### src/rtl/busmem_responder.sv
// Bus responder for the nibble-bus CPU: program store with host loader, 16x4 data RAM, bus-health counters.
// Optional store watchpoint enabled by defining BUSMEM_WATCH_EN (adds watch_addr_i / watch_hit_o).
module busmem_responder #(
  parameter int PROG_AW = 6,
  parameter int FCNT_W  = 16
) (
  input  logic              clk,
  input  logic              rst,
  input  logic [7:0]        bus_addr_i,
  input  logic [3:0]        bus_ctl_i,
  input  logic [3:0]        bus_wdata_i,
  output logic [3:0]        bus_rdata_o,
  input  logic              ld_valid_i,
  output logic              ld_ready_o,
  input  logic [PROG_AW-1:0] ld_addr_i,
  input  logic [11:0]       ld_data_i,
  input  logic              ld_last_i,
  output logic              cpu_rst_n_o,
  output logic [FCNT_W-1:0] fetch_count_o,
  output logic              bus_err_o
`ifdef BUSMEM_WATCH_EN
  ,
  input  logic [3:0]        watch_addr_i,
  output logic              watch_hit_o
`endif
);

  typedef enum logic [1:0] {LOADING, RELEASE, RUN} state_e;

  state_e            state_q, state_d;
  logic [11:0]       pmem_q [0:(1<<PROG_AW)-1];
  logic [3:0]        dmem_q [0:15];
  logic [FCNT_W-1:0] fetch_count_q, fetch_count_d;
  logic              bus_err_q, bus_err_d;

  logic [9:0]  pc;
  logic [1:0]  phase;
  logic        pc_ok;
  logic        daddr_ok;
  logic [11:0] word;
  logic        illegal;
  logic        store_en;
  logic        run;

  assign pc       = {bus_addr_i, bus_ctl_i[3:2]};
  assign phase    = bus_ctl_i[1:0];
  assign pc_ok    = (pc >> PROG_AW) == 10'd0;
  assign daddr_ok = bus_addr_i[7:4] == 4'd0;
  assign word     = pmem_q[pc[PROG_AW-1:0]];
  assign run      = state_q == RUN;

  // Handshake outputs decode straight from the state register so they never glitch.
  assign ld_ready_o    = state_q == LOADING;
  assign cpu_rst_n_o   = run;
  assign fetch_count_o = fetch_count_q;
  assign bus_err_o     = bus_err_q;

  always_comb begin
    state_d = state_q;
    case (state_q)
      LOADING: if (ld_valid_i && ld_last_i) state_d = RELEASE;
      RELEASE: state_d = RUN;
      default: state_d = RUN;
    endcase
  end

  // Same-cycle bus decode; the CPU samples bus_rdata_o at the edge ending this cycle.
  always_comb begin
    bus_rdata_o = 4'd0;
    illegal     = 1'b0;
    store_en    = 1'b0;
    if (run) begin
      if (phase != 2'b11) begin
        if (pc_ok) begin
          case (phase)
            2'b00:   bus_rdata_o = word[3:0];
            2'b01:   bus_rdata_o = word[7:4];
            default: bus_rdata_o = word[11:8];
          endcase
        end else begin
          illegal = 1'b1;
        end
      end else if (!bus_ctl_i[3]) begin
        if (!daddr_ok)         illegal     = 1'b1;
        else if (bus_ctl_i[2]) bus_rdata_o = dmem_q[bus_addr_i[3:0]];
        else                   store_en    = 1'b1;
      end else begin
        illegal = 1'b1;
      end
    end
  end

  always_comb begin
    fetch_count_d = fetch_count_q;
    bus_err_d     = bus_err_q | illegal;
    if (run && phase == 2'b00 && fetch_count_q != {FCNT_W{1'b1}})
      fetch_count_d = fetch_count_q + {{(FCNT_W-1){1'b0}}, 1'b1};
  end

  always_ff @(posedge clk) begin
    if (rst) begin
      state_q       <= LOADING;
      fetch_count_q <= '0;
      bus_err_q     <= 1'b0;
    end else begin
      state_q       <= state_d;
      fetch_count_q <= fetch_count_d;
      bus_err_q     <= bus_err_d;
    end
  end

  // Program store survives rst so a host can reset the CPU without reloading everything.
  always_ff @(posedge clk) begin
    if (!rst && state_q == LOADING && ld_valid_i)
      pmem_q[ld_addr_i] <= ld_data_i;
  end

  for (genvar gi = 0; gi < 16; gi++) begin : g_dmem
    always_ff @(posedge clk) begin
      if (rst)
        dmem_q[gi] <= 4'd0;
      else if (store_en && bus_addr_i[3:0] == 4'(gi))
        dmem_q[gi] <= bus_wdata_i;
    end
  end

`ifdef BUSMEM_WATCH_EN
  logic watch_hit_q;
  always_ff @(posedge clk) begin
    if (rst) watch_hit_q <= 1'b0;
    else     watch_hit_q <= store_en && (bus_addr_i[3:0] == watch_addr_i);
  end
  assign watch_hit_o = watch_hit_q;
`else
  // Default build carries no watchpoint logic.
`endif

endmodule

### config.mk
export PLATFORM = sky130hd
export DESIGN_NAME = busmem_responder
export DESIGN_NICKNAME = d
export VERILOG_FILES = /design/src/rtl/busmem_responder.sv
export SDC_FILE = /design/constraint.sdc
export NUM_CORES = 1
export LEC_CHECK = 0
export CAP_MARGIN = 20
export CORE_MARGIN = 1.5
export CORE_UTILIZATION = 25
export DETAILED_ROUTE_END_ITERATION = 16
export GPL_TIMING_DRIVEN = 1
export PLACE_DENSITY = 0.51
export SLEW_MARGIN = 20
export SYNTH_ARGS = -nofsm -noshare
export SYNTH_HDL_FRONTEND = slang
export SYNTH_SLANG_ARGS = --single-unit
### constraint.sdc
create_clock -name clk -period 4.6 [get_ports clk]
set_input_delay 0.69 -clock clk [delete_from_list [all_inputs] [get_ports clk]]
set_output_delay 0.69 -clock clk [all_outputs]
set_load 0.01 [all_outputs]
==> flow_results.org <==
** Run status
- The run finished with clean final reports.

** GRT
- Gr usage total :: 0.135
- The initial antenna violation count came to 12.
- The number of global-route vias before repair is 18170.
- Entering global routing, the biggest net connects 65 pins.
- After global routing the overflow that remains totals 0.
- The first global-routing pass estimated 134000 um of wire.

** Synthesis
- Average cell area after synthesis :: 19.7 sq um
- Number of instances in the synthesized netlist :: 1726
- Yosys printed 0 warnings.
- Counting flops and latches in the post-synthesis netlist gives 851.
- The synthesized netlist contains 62 unique library cells.
- The mapped netlist covers 33900 sq um.
- Share of the yosys chip area belonging to registers :: 0.748
- Async SR Flop Fraction :: 0
- Count of flip-flops with a built-in enable after synthesis :: 832
- Primary FF master, synth :: sky130_fd_sc_hd__edfxtp_1
- Counting every net in the synthesized netlist gives 1765.

** Hold path
- Hold Crit Class :: in -> reg
- Number of cells on the worst hold path :: 1
- The startpoint identified for the worst hold timing path is ld_data_i[0].
- Hold path endpoint :: pmem_q[13][0]$_DFFE_PP_

** Floorplan
- Io pins :: 61
- The initialized floorplan defines 134 standard-cell rows.
- Height of the chip :: 371 um
- Floorplan die width :: 371 um
- Core Footprint :: 134000 sq um
- The die covers 138000 sq um.
- Starting utilization of the core area :: 0.253

** Setup path
- Counting both buffers and inverters, the worst setup path holds a total of 4.
- Reg2Reg Launch Point :: state_q[1]$_SDFFE_PP0P_
- STA classifies the critical path startpoint as an input port.
- Largest driver fanout on the critical path :: 29
- In this design, the largest share of critical-path delay is due to buffers and inverters.
- Critical path endpoint category :: output port
- Critical Path Max Stage Delay :: 0.75 ns
- Worst-path cell with the longest stage delay :: sky130_fd_sc_hd__nor4_1
- Crit-path cells :: clkdlybuf4s50_1, buf_6, nand2_1, a211oi_1, nor4_1, o311ai_1, o31ai_1, buf_4, clkdlybuf4s50_1
- R2r worst-path depth :: 5
- The worst register-to-register path ends at dmem_q[6][0]$_SDFFCE_PN0P_.
- Setup slack of the worst register-to-register path :: 1.49 ns
- Among the stages of the critical path, the cell type that occurs most often is sky130_fd_sc_hd__clkdlybuf4s50_1.
- CP Class :: in -> out
- For the worst setup path, the data arrival time is 3.86 ns.
- STA puts the critical path data required time at 3.91 ns.

** Clock tree
- In this run, CTS created clock tree buffers numbering 88.
- TritonCTS built the clock tree.
- Clock-pin slew was measured on the worst setup and hold paths at 0.06 ns.
- Maximum clock insertion buffer count :: 3
- The cell sitting at the root of the clock tree is a sky130_fd_sc_hd__clkbuf_16.
- Count of clock tree sinks :: 851
- CTS built an H-tree with a depth of 3.
- Clock insertion delay at the later pin of the skew report :: 0.67 ns
- Number of buffers added for setup after CTS :: 0

** Timing
- Highest clock rate :: 220 MHz
- The count of pins over their slew limit was 0.
- Setup clock skew after layout :: 0.0277 ns
- On the final layout, the worst hold slack is 0.458 ns.
- The final hold violation count is 0.
- Max transition margin :: 0.430
- Final critical-path required period :: 4.55 ns
- Least-Margin Pin Slew :: 0.855 ns
- In the finished design, the share of the clock period the worst path needs comes to 0.990.
- Setup violations remaining at the end of the flow were counted as 0.
- Setup repair after global routing missed its margin :: false

** Routing
- Final ANT Viol Nets :: 0
- Summed over all layers, the routed wires come to 93700 um.
- For this block, the via count after detailed routing is 17642.
- In the final routed layout, each cell accounts on average for 24.7 um.
- Number of detailed-routing iterations run before antenna repair :: 5
- Ratio of routed vias to standard cells :: 4.65
- Total DRC errors in the routed layout :: 0
- For this block, the initial DRC count from the detailed router was 1948.

** Place
- In this run the cell area measured after placement is 37500 sq um.
- Number of placed instances with taps included :: 3629
- At the end of routability-driven placement, the weighted congestion stood at 0.887.
- Input and output buffers added on the ports amount to 60.
- Detailed Place HPWL :: 60600 um

** Final layout
- In the final layout, the multi-input gates occupy 7940 sq um.
- The top cell types in the final layout, fill and taps aside, are 832 x sky130_fd_sc_hd__edfxtp_1, 166 x sky130_fd_sc_hd__mux4_2, 162 x sky130_fd_sc_hd__buf_4.
- The finished cells cover 40500 sq um.
- After filler insertion, the fill cell instance count of the layout stands at 13060.
- Registers take 25400 sq um.
- Commonest non-fill, non-tap cell in the layout :: sky130_fd_sc_hd__edfxtp_1
- Fraction of final layout cells with drive strength greater than 1 :: 0.254
- Fin nets :: 1990
- Util after Layout :: 0.302
- The finished layout holds 3793 standard cells, fillers aside.
- From synthesis to final layout, the design area changed by 19.3%.

** Power
- VDD IR-drop max :: 0.235 mV
- PD cells :: 413 nW/um^2
- In this run the static leakage power is 12.7 nW.

** Job
- Max cap viols :: 0
==> layout make-up <==
cell class              count  area share
flip-flops and latches    851       0.626
multi-input cells         769       0.196
clock buffers              98      0.0558
well taps                1768      0.0546
repair buffers            233      0.0495
clock inverters            65      0.0168
inverters                   8    0.000742
diodes                      1   0.0000618
==> sequential cells by signal (all words and copies together), names as in the netlist <==
register,count
bus_err_o,1
dmem_q,64
fetch_count_o,16
pmem_q,768
state_q,2
==> metal layers <==
metal  part of all wire  up-vias  track usage
met5             0.0017        -            0
met4              0.019       20       0.0311
met3              0.080      131       0.0375
met2               0.48      682        0.218
met1               0.42     9287        0.179
li1                   -     7522            -
==> worst register-to-register path: cells and delay by family, from the launching register on <==
family,cells,cell delay [ns]
AOI/OAI and AO/OA,1,0.60
and+or+nand+nor,4,1.80
DFF,1,0.34
==> cells in the mapped netlist, types with 5 or more instances <==
cell type | instances | area share
sky130_fd_sc_hd__edfxtp_1 | 832 | 0.74
sky130_fd_sc_hd__mux4_2 | 166 | 0.11
sky130_fd_sc_hd__nor2_1 | 160 | 0.018
sky130_fd_sc_hd__nand2_1 | 68 | 0.0075
sky130_fd_sc_hd__mux2i_1 | 52 | 0.015
sky130_fd_sc_hd__mux4_1 | 28 | 0.022
sky130_fd_sc_hd__clkbuf_1 | 27 | 0.0030
sky130_fd_sc_hd__nor2b_1 | 27 | 0.0050
sky130_fd_sc_hd__a22oi_1 | 24 | 0.0053
sky130_fd_sc_hd__buf_4 | 24 | 0.0053
sky130_fd_sc_hd__a21oi_1 | 22 | 0.0032
sky130_fd_sc_hd__buf_2 | 22 | 0.0032
sky130_fd_sc_hd__dfxtp_1 | 19 | 0.011
sky130_fd_sc_hd__nand3_1 | 18 | 0.0027
sky130_fd_sc_hd__nor3_1 | 18 | 0.0027
sky130_fd_sc_hd__o21bai_1 | 16 | 0.0035
sky130_fd_sc_hd__a211oi_1 | 15 | 0.0033
sky130_fd_sc_hd__buf_6 | 15 | 0.0050
sky130_fd_sc_hd__nand2b_1 | 12 | 0.0022
sky130_fd_sc_hd__o21ai_0 | 12 | 0.0018
sky130_fd_sc_hd__mux2_2 | 11 | 0.0037
sky130_fd_sc_hd__o22ai_1 | 10 | 0.0018
sky130_fd_sc_hd__xnor2_1 | 10 | 0.0026
sky130_fd_sc_hd__a22o_1 | 9 | 0.0023
sky130_fd_sc_hd__nor4_1 | 9 | 0.0017
sky130_fd_sc_hd__a31oi_1 | 8 | 0.0015
sky130_fd_sc_hd__inv_1 | 8 | 0.00089
sky130_fd_sc_hd__nand4_1 | 8 | 0.0015
sky130_fd_sc_hd__o31ai_1 | 7 | 0.0015
sky130_fd_sc_hd__buf_1 | 5 | 0.00055
sky130_fd_sc_hd__or3_1 | 5 | 0.00092
==> report_power, final <==
group,switching (W),internal [W]
registers,0.00000891,0.00854
clock network,0.00303,0.00423
logic,0.000566,0.000333
==> metrics by stage <==
| step | TNS, ns | total power [W] | setup WS, ns |
|---|---|---|---|
| floorplan | 0 | 0.00916 | 1.55 |
| global placement | -0.562 | 0.00960 | -0.347 |
| detailed placement | -0.519 | 0.00961 | -0.343 |
| CTS | 0 | 0.0169 | 0.0298 |
| global route | 0 | 0.0172 | 0.0268 |
| finish | 0 | 0.0167 | 0.0471 |
==> how the worst max path moves through the flow <==
stage                        startpoint             end  slack (ns)  cells after the start
after floorplan            bus_ctl_i[2]  bus_rdata_o[3]        1.55                      9
after global placement    bus_addr_i[3]  bus_rdata_o[2]       -0.35                     10
after global routing       bus_ctl_i[2]  bus_rdata_o[0]        0.03                     11
after detailed placement  bus_addr_i[3]  bus_rdata_o[2]       -0.34                     10
final                     bus_addr_i[3]  bus_rdata_o[3]        0.05                      9
after CTS                 bus_addr_i[3]  bus_rdata_o[0]        0.03                     11
==> kinds of logic after synthesis <==
| group | share of synthesized area |
|---|---|
| fa+ha+maj | 0.000369 |
| simple gates | 0.0472 |
| xor+xnor | 0.00336 |
| buf+inv | 0.0201 |
| mux | 0.151 |
| flops | 0.748 |
| compound gates | 0.0306 |
==> what timing repair did <==
action                     CTS  global route
resized for setup            4             6
setup endpoints to repair    2             3
pin swaps                    0             0
hold buffers                 0             0
cloned                       0             0
Note: power is estimated with default switching activity, not from simulation.
